`config.mk`:
```
export PLATFORM = sky130hd
export DESIGN_NAME = serial_word_adder
export DESIGN_NICKNAME = d
export VERILOG_FILES = /design/src/rtl/serial_word_adder.sv
export SDC_FILE = /design/constraint.sdc
export NUM_CORES = 1
export LEC_CHECK = 0
export BUFFER_PORTS_ARGS = -buffer_cell sky130_fd_sc_hd__buf_2
export CAP_MARGIN = 30
export CORE_AREA = 2 2 39 41
export DETAILED_ROUTE_END_ITERATION = 8
export DIE_AREA = 0 0 41 43
export PLACE_DENSITY = 0.7
export SLEW_MARGIN = 20
export SYNTH_ARGS = -nofsm -noshare
export SYNTH_HDL_FRONTEND = slang
export SYNTH_SLANG_ARGS = --single-unit
```
`constraint.sdc`:
```
create_clock -name clock -period 2.5 [get_ports clock]
set_input_delay 0 -clock clock [delete_from_list [all_inputs] [get_ports clock]]
set_output_delay 0 -clock clock [all_outputs]
set_load 0.01 [all_outputs]
```
`src/rtl/serial_word_adder.sv`:
```
// serial_word_adder
//   Bit-serial adder/subtractor for two LSB-first operand streams. Every
//   accepted bit produces one registered result bit a clock later. Each word's
//   add/sub mode is taken from `sub` on bit 0. The overflow flag and the
//   parallel word come out together with the word's MSB.
//
// Ports
//   clock, reset : rising-edge clock, synchronous active-high reset
//   in_valid     : line1/line2/sub carry a bit this cycle (0 = stall)
//   line1, line2 : operand A / operand B bit, LSB first
//   sub          : 1 = A-B, 0 = A+B; sampled only on bit 0 of a word
//   outp         : registered sum/difference bit
//   out_valid    : outp is valid this cycle
//   word_end     : outp is the MSB of a word
//   overflw      : overflow of the completed word (with word_end)
//   sum_word     : parallel result, updated with word_end
//   sum_valid    : one-cycle pulse coincident with word_end
module serial_word_adder #(
  parameter int WORD_BITS  = 4,
  parameter bit SIGNED_OVF = 1'b0
) (
  input  logic                 clock,
  input  logic                 reset,
  input  logic                 in_valid,
  input  logic                 line1,
  input  logic                 line2,
  input  logic                 sub,
  output logic                 outp,
  output logic                 out_valid,
  output logic                 word_end,
  output logic                 overflw,
  output logic [WORD_BITS-1:0] sum_word,
  output logic                 sum_valid
);

  localparam int              IDX_W = (WORD_BITS > 1) ? $clog2(WORD_BITS) : 1;
  localparam logic [IDX_W-1:0] LAST = IDX_W'(WORD_BITS - 1);

  logic [IDX_W-1:0]     bit_idx_q, bit_idx_d;
  logic                 carry_q, carry_d;
  logic                 mode_q, mode_d;
  logic                 outp_q, outp_d;
  logic                 out_valid_q, out_valid_d;
  logic                 word_end_q, word_end_d;
  logic                 overflw_q, overflw_d;
  logic [WORD_BITS-1:0] sum_word_q, sum_word_d;
  logic                 sum_valid_q, sum_valid_d;
  logic [WORD_BITS-1:0] acc_q, acc_d;

  logic first_bit, last_bit, s_eff, b_eff, cin, sum, cout;

  always_comb begin
    first_bit = (bit_idx_q == '0);
    last_bit  = (bit_idx_q == LAST);
    // Mode comes live from `sub` on bit 0, afterwards from the latched copy.
    s_eff     = first_bit ? sub : mode_q;
    // Subtraction is A + ~B + 1: invert B and inject the +1 as carry-in on bit 0.
    b_eff     = line2 ^ s_eff;
    cin       = first_bit ? s_eff : carry_q;
    sum       = line1 ^ b_eff ^ cin;
    cout      = (line1 & b_eff) | (line1 & cin) | (b_eff & cin);

    bit_idx_d   = bit_idx_q;
    carry_d     = carry_q;
    mode_d      = mode_q;
    outp_d      = outp_q;
    out_valid_d = 1'b0;
    word_end_d  = 1'b0;
    overflw_d   = overflw_q;
    sum_word_d  = sum_word_q;
    sum_valid_d = 1'b0;
    acc_d       = acc_q;

    if (in_valid) begin
      outp_d      = sum;
      out_valid_d = 1'b1;
      mode_d      = s_eff;
      // New bit enters at the top; after WORD_BITS shifts the word is aligned.
      acc_d       = {sum, acc_q[WORD_BITS-1:1]};
      if (last_bit) begin
        word_end_d  = 1'b1;
        sum_valid_d = 1'b1;
        sum_word_d  = acc_d;
        if (SIGNED_OVF)
          overflw_d = cin ^ cout;
        else
          overflw_d = s_eff ? ~cout : cout;  // no carry out on sub means borrow
        carry_d     = 1'b0;
        bit_idx_d   = '0;
      end else begin
        overflw_d   = 1'b0;
        carry_d     = cout;
        bit_idx_d   = bit_idx_q + IDX_W'(1);
      end
    end
  end

  always_ff @(posedge clock) begin
    if (reset) begin
      bit_idx_q   <= '0;
      carry_q     <= 1'b0;
      mode_q      <= 1'b0;
      outp_q      <= 1'b0;
      out_valid_q <= 1'b0;
      word_end_q  <= 1'b0;
      overflw_q   <= 1'b0;
      sum_word_q  <= '0;
      sum_valid_q <= 1'b0;
    end else begin
      bit_idx_q   <= bit_idx_d;
      carry_q     <= carry_d;
      mode_q      <= mode_d;
      outp_q      <= outp_d;
      out_valid_q <= out_valid_d;
      word_end_q  <= word_end_d;
      overflw_q   <= overflw_d;
      sum_word_q  <= sum_word_d;
      sum_valid_q <= sum_valid_d;
    end
  end

  // Shift register is pure data: any stale bits are shifted out by a full word.
  always_ff @(posedge clock) begin
    acc_q <= acc_d;
  end

  assign outp      = outp_q;
  assign out_valid = out_valid_q;
  assign word_end  = word_end_q;
  assign overflw   = overflw_q;
  assign sum_word  = sum_word_q;
  assign sum_valid = sum_valid_q;

endmodule

```
==> results of run 1 <==
==> worst max-delay path, delay by kind of cell, from the launching register on <==
kind / cells / cell delay, ps
muxes: 2 / 420
xor gates and xnor gates: 1 / 170
and+or+nand+nor: 1 / 50
buffers and inverters: 1 / 60
DFF: 1 / 380
adders and majority gates: 2 / 710
==> area by class of cell <==
cell class                 instances  area share (%)
clock buffer                       4            3.75
multi-input combinational         36            35.2
tap                               16            2.86
inverter                           2            1.07
timing repair buffer              14            10.0
sequential                        15            47.1
==> logic make-up after synthesis <==
family | Yosys count | share of synthesized area, %
xor+xnor | 2 | 2.92
flops | 15 | 55.0
mux | 5 | 9.17
buf+inv | 5 | 3.96
fa+ha+maj | 3 | 7.50
compound gates | 7 | 6.67
simple gates | 19 | 14.8
==> through the flow <==
step / hold slack (ps) / power (mW) / std cells / instance area (sq um) / setup WS, ps
6_report: 35.2 / 0.478 / 87 / 701 / 606
3_5_place_dp: 329 / 0.353 / 83 / 674 / 598
3_3_place_gp: 328 / 0.350 / 83 / 674 / 679
2_1_floorplan: 84.4 / 0.332 / 56 / 601 / 723
5_1_grt: 42.3 / 0.507 / 87 / 701 / 457
4_1_cts: 30.4 / 0.490 / 87 / 701 / 586
==> per-layer routing <==
metal / vias to the layer above / wire, um
met3: 2 / 54
li1: 217 / -
met2: 11 / 430
met5: - / 0
met4: 0 / 4
met1: 177 / 444
==> flip-flops by register name (all words and copies together), names as in the netlist <==
signal     flops
acc_q          3
bit_idx_q      2
carry_q        1
mode_q         1
out_valid      1
outp           1
overflw        1
sum_valid      1
sum_word       4
==> power by group <==
group | leakage [nW] | internal [mW] | switching, mW
Clock | 0.0150 | 0.0618 | 0.0713
Sequential | 0.127 | 0.267 | 0.00890
Combinational | 0.166 | 0.0335 | 0.0354
==> path summary, 6_finish.rpt <==
kind / from / cells past startpoint / to / slack [ps]
worst max-delay path: bit_idx_q[0] / 7 / outp / 610
worst min-delay path: reset / 2 / sum_word[1] / 40
worst max register to register: bit_idx_q[0] / 7 / outp / 610
worst min register to register: sum_word[0] / 2 / sum_word[0] / 450
==> synthesized netlist by cell type (2+ instances only) <==
cell                       instances  area share (%)
sky130_fd_sc_hd__nand2_1           5             3.1
sky130_fd_sc_hd__a21oi_1           5             4.2
sky130_fd_sc_hd__ha_1              2             4.2
sky130_fd_sc_hd__nand3_1           4             3.3
sky130_fd_sc_hd__xnor2_1           2             2.9
sky130_fd_sc_hd__dfxtp_1          12              40
sky130_fd_sc_hd__inv_1             2             1.3
sky130_fd_sc_hd__mux2i_1           3             5.0
sky130_fd_sc_hd__edfxtp_1          3              15
sky130_fd_sc_hd__nor2_1            6             3.7
==> flow_results.org, run 1 <==
** Status
- The flow ran to the end, and the final reports show no timing, DRC or antenna violations.

** Floorplanning
- The die covers ~1800 sq um.
- Core area :: 1380 sq um
- The die is about 43 um tall.
- For this design the top-level I/O count stands at 15.
- Initial Utilization :: between 40% and 50%
- The floorplan has 14 rows.
- In this run the horizontal extent of the chip is between 40 and 50 um.

** Critical path
- Worst Path Class, Setup :: flop to flop
- On the worst path, the slowest cell contributes a delay of between 400 and 500 ps.
- Along the worst path, the maximum fanout reaches 4.
- Data on the critical path is required at its endpoint by roughly 2700 ps.
- Critical-path cell list :: inv_1 -> ha_1 -> mux2i_2 -> xnor2_1 -> fa_1 -> mux2i_1 -> nor2_1
- The worst setup path is captured at a flop.
- Kind of launch point of the worst setup path :: flop
- Endpoint arrival time on the critical path :: just over 2000 ps
- Standard cell with the maximum stage delay on the critical path :: sky130_fd_sc_hd__fa_1

** STA
- Between clock sinks in the finished design, the worst skew comes to 7.33 ps.
- Worst slew margin relative to its limit :: between 70% and 80%
- For this run, the top clock speed supported by timing is around 530 MHz.
- The final count of pins violating max slew came to 0.
- Setup violations remaining at the end of the flow were counted as 0.
- Counting I/O delays and the setup requirement, the final critical path takes approximately 1900 ps.
- Final Cycle Share :: approximately 76%
- After routing, the total negative slack on setup checks comes to 0 ps.
- The number of hold violations in the final report came to 0.
- At the pin with the least slew margin, the transition time is ~300 ps.
- RSZ-0062 raised after global routing :: false

** Placement
- Once detailed placement completed, the half-perimeter wirelength came to 716 um.
- RePlAce Congestion :: 0.643
- Port buffering added 14 buffers.

** Routing
- For this run, the detailed router's first-pass iteration total came to 3.
- Drt wl/cell :: 10.7 um
- Vias :: ~410
- Number of design-rule violations left by the first detailed-router iteration :: 2
- Count of antenna-violating nets left after detailed routing :: 0
- In the routed layout, each cell is associated on average with a via count of between 4 and 5.
- Final Routed Wirelength :: about 930 um
- Post-route DRC :: 0

** GRT
- Global-route wire length before repair :: roughly 1600 um
- GR Util met3 :: under 10%
- Met2 GRT Util :: roughly 18%
- The layer flagged by global routing as most heavily used is met1.
- Antenna violations before repair :: 0
- Number of global-route vias before repair :: around 370
- For this run, global-route usage on met1 was measured as between 10% and 20%.
- Global Route Usage Sum :: between 10% and 20%
- Total congestion overflow :: 0
- Entering global routing, the biggest net connects 18 pins.

** CTS
- Inserted Clock Buffers :: 3
- TritonCTS built the clock tree.
- TritonCTS sink count :: 15
- Cell chosen for the clock root :: sky130_fd_sc_hd__clkbuf_4
- The number of hold buffers added after CTS was 0.
- Max H-tree Level :: 1
- The later pin in the worst-skew pair is clocked with a latency of 280 ps.
- After clock tree synthesis, the clock-pin slew on the worst setup and hold paths is about 90 ps.
- Buffers added to address setup during post-CTS repair amount to 0.
- Once the clock tree was built, the resizer swapped 0 gates to a different size.
- Counting along the longest clock path gives a buffer depth of 2.

** Worst hold path
- Worst min-delay path class :: input port to flop

** Cells and area
- The area growth from synthesis to layout is 16.7%.
- Antenna cell count :: 0
- For this run, the share of the core covered by cells in the final layout is roughly half.
- For this run, the post-layout net count is ~80.
- Summing all multi-input logic gate instances after layout gives 246 sq um.
- Fraction of layout instances using a drive strength above 1 :: between 20 and 30%
- The top cell types in the final layout, fill and taps aside, are sky130_fd_sc_hd__buf_2, sky130_fd_sc_hd__dfxtp_1, sky130_fd_sc_hd__nor2_1.
- Leaving out fill and tap cells, the most frequent cell in the layout is sky130_fd_sc_hd__buf_2.
- The layout has between 100 and 150 filler cells.
- Register cell area after layout :: between 300 and 400 sq um

** Synthesis
- The synthesized design contains 3 enable-type register cells.
- Sequential-to-total area share from yosys stat :: between 50 and 60%
- In the synthesized netlist the dominant register cell turns out to be sky130_fd_sc_hd__dfxtp_1.
- Seq cells post-synth :: 15
- After synthesis, the mean cell area works out to approximately 11 sq um.
- Synthesis handed over a netlist of 56 instances.
- Cell variety after synth :: 22
- The mapped netlist covers ~600 sq um.
- Yosys printed 0 warnings.
- Async set-reset flop share out of synthesis :: 0%
- The number of nets in the synthesized netlist is 65.

** Pwr
- Peak supply drop :: approximately 350 uV
- In this run the power density over the cells is 683 nW/um^2.
- The analysis attributes to cell leakage a power of 0.308 nW.

** Run
- Number of max-cap violations :: 0
No activity file was read; power rests on OpenSTA's default activity.
==> inputs of run 2 (changes only) <==
==> constraint.sdc (replaced) <==
create_clock -name clock -period 1.9 [get_ports clock]
set_input_delay 0 -clock clock [delete_from_list [all_inputs] [get_ports clock]]
set_output_delay 0 -clock clock [all_outputs]
set_load 0.01 [all_outputs]
==> run 2 against run 1 <==
Effect of this change:
- clock power increased by 32%
- worst hold slack hardly changed
- combinational power is 45% higher
- clock-buffer cell count stayed put
- cell count grew 2.3%
- sequential cell count stayed put
- critical path type unchanged
==> flow_results.org, run 2 (synthesized netlist as in run 1, its figures left out) <==
** Cells and area
- Antenna cell count :: 0 (unchanged)
- Most common library cell in the layout ignoring fill and taps :: sky130_fd_sc_hd__buf_2 (unchanged)
- The area growth from synthesis to layout came to 19.8% (was 16.7%).
- Cell area after layout :: 719 sq um (was 701 sq um)
- Largest register FFs :: 4 (unchanged)
- Area taken by multi-input logic gates :: 249 sq um (was 246 sq um)
- Number of filler cells placed in the layout :: 133 (was 141)
- The sequential cell area in the final layout came to 332 sq um (was 330 sq um).
- Most frequent cells in the layout :: sky130_fd_sc_hd__buf_2, sky130_fd_sc_hd__dfxtp_1, sky130_fd_sc_hd__nor2_1 (unchanged)
- Final std cells w/o fill :: 89 (was 87)
- Final Net Count :: 83 (was 81)
- The layout cell share with drive strength beyond 1 came to 31.5% (was 26.8%).
- Post-route core utilization :: 52.0% (was 50.6%)

** Routing
- Count of antenna-violating nets left after detailed routing :: 0 (unchanged)
- Vias :: 423 (was 407)
- The first-pass iteration count of the detailed router is 2 (was 3).
- The average via count per standard cell is 4.75 (was 4.68).
- Drt wl/cell :: 11.0 um (was 10.7 um)
- Post-route DRC :: 0 (unchanged)
- The starting DRC count in detailed routing came to 3 (was 2).
- The total wire length after detailed routing came to 979 um (was 934 um).

** CTS
- The total number of H-tree levels came to 1 (unchanged).
- Inserted Clock Buffers :: 3 (unchanged)
- CTS tree :: yes (unchanged)
- The clock network latency to the later pin of the worst-skew pair is 280 ps (about the same).
- Cell chosen for the clock root :: sky130_fd_sc_hd__clkbuf_4 (unchanged)
- The number of sinks driven by the clock tree was 15 (unchanged).
- Maximum clock insertion buffer count :: 2 (unchanged)
- Post-CTS clock slew at the launch and capture registers of the worst setup and hold paths :: 80 ps (was 90 ps)

** Critical path
- Kind of launch point of the worst setup path :: flop (unchanged)
- Required time of the worst setup path :: 2070 ps (was 2660 ps)
- The cell depth of the worst flop-to-flop path is 7 (unchanged).
- The maximum single-stage delay on the critical path was 470 ps (was 480 ps).
- The top fanout value on the critical path is 4 (unchanged).
- Kind of end point of the critical path :: flop (unchanged)
- Family of cells with the greatest summed delay on the critical path :: adder cells (unchanged)
- The end of the worst register-to-register path is outp (unchanged).
- The slack of the worst reg-to-reg path came to 100 ps (was 610 ps).
- Standard cell with the maximum stage delay on the critical path :: sky130_fd_sc_hd__fa_1 (unchanged)
- Endpoint arrival time on the critical path :: 1970 ps (was 2060 ps)
- The critical setup path kind is flop to flop (unchanged).
- Buf/Inv on CP :: 1 (unchanged)
- The start of the worst register-to-register path was bit_idx_q[0] (unchanged).
- Critical-path cell list :: inv_1 -> ha_2 -> mux2i_2 -> xnor2_1 -> fa_1 -> mux2i_1 -> nor2_1 (was inv_1 -> ha_1 -> mux2i_2 -> xnor2_1 -> fa_1 -> mux2i_1 -> nor2_1)

** Placement
- Quantity of I/O buffers inserted on ports :: 14 (unchanged)
- Cell total after placement :: 84 (was 83)
- The routability congestion estimate from global placement is 0.636 (was 0.643).
- Worst slack, placed :: 62.3 ps (was 598 ps)
- The instance area after placement came to 682 sq um (was 674 sq um).
- The estimated wirelength of the detail-placed design is 723 um (was 716 um).

** GRT
- Antenna violations before repair :: 0 (unchanged)
- Pin count of the biggest net entering global routing :: 18 (unchanged)
- The overall routing resource usage came to 12.9% (was 13.4%).
- Number of global-route vias before repair :: 375 (was 368)
- The total congestion overflow was 0 (unchanged).
- The first-pass GRT wire length is 1520 um (was 1570 um).

** Run
- The number of max-cap violations came to 0 (unchanged).

** Floorplanning
- The total core area was 1380 sq um (unchanged).
- Number of placed I/O pins :: 15 (unchanged)
- The floorplan die width is 41 um (unchanged).
- Die area :: 1760 sq um (unchanged)
- The cell row count was 14 (unchanged).
- Overall die height :: 43 um (unchanged)
- The initial standard-cell utilization of the core was 43.4% (unchanged).

** STA
- The setup skew after layout came to 1.67 ps (was 7.33 ps).
- The fraction of the cycle the final worst path needs was 94.5% (was 75.8%).
- Setup Total Neg Slack :: 0 ps (unchanged)
- The number of hold violations in the final report came to 0 (unchanged).
- Final setup violation count :: 0 (unchanged)
- The maximum clock frequency came to 557 MHz (was 528 MHz).
- RSZ-0062 raised after global routing :: false (unchanged)
- The post-route worst setup slack came to 104 ps (was 606 ps).
- Worst slew margin relative to its limit :: 78.2% (was 79.8%)
- Fin. max-slew vios :: 0 (unchanged)
- Final worst hold slack :: 35.1 ps (was 35.2 ps)
- Pin slew with the least headroom to its limit :: 327 ps (was 304 ps)
- Final min period :: 1800 ps (was 1890 ps)

** Worst hold path
- The depth of the worst hold-timing path came to 2 (unchanged).
- The classification of the worst-slack hold path was input port to flop (unchanged).
- Worst hold path startpoint :: reset (unchanged)
- The worst hold path endpoint is sum_word[2] (was sum_word[1]).

** Pwr
- The standby leakage power came to 0.317 nW (was 0.308 nW).
- The maximum vdd drop is 387 uV (was 353 uV).
- The cell area power density was 889 nW/um^2 (was 683 nW/um^2).
- Post-route total power :: 0.640 mW (was 0.478 mW)

** Status
- Run status :: finished clean (unchanged)
==> run 2: repair_timing <==
item | 4_1_cts | 5_1_grt
hold buffers | 0 | 0
setup buffers | 0 | 1
resized for setup | 0 | 2
setup endpoints to repair | 0 | 3
==> run 2: how the worst max path moves through the flow <==
stage,startpoint,endpoint,slack [ps],cells after the start
finish,bit_idx_q[0],outp,100,7
global route,bit_idx_q[0],sum_word[3],10,7
CTS,bit_idx_q[0],outp,50,7
detailed placement,bit_idx_q[0],outp,60,7
global placement,bit_idx_q[0],outp,110,7
floorplan,bit_idx_q[0],outp,120,7
==> run 2: where the power goes <==
group	switching, mW	internal [mW]
sequential	0.0116	0.352
clock	0.0948	0.0814
combinational	0.0484	0.0512
==> run 2: routing by layer <==
metal  track usage (%)  wire [um]  vias to the layer above  share of wire, %
li1                  -          -                      224                 -
met1              17.8        468                      184                48
met2              17.5        440                       13                45
met3              4.71         54                        2               5.5
met4              6.00         15                        0               1.5
met5                 0          0                        -                 0
==> run 2: cell type report <==
cell class                      count  area share [%]
Inverter                            2            1.04
Tap cell                           16            2.78
Clock buffer                        4            3.65
Sequential cell                    15            46.1
Timing Repair Buffer               16            11.8
Multi-Input combinational cell     36            34.6
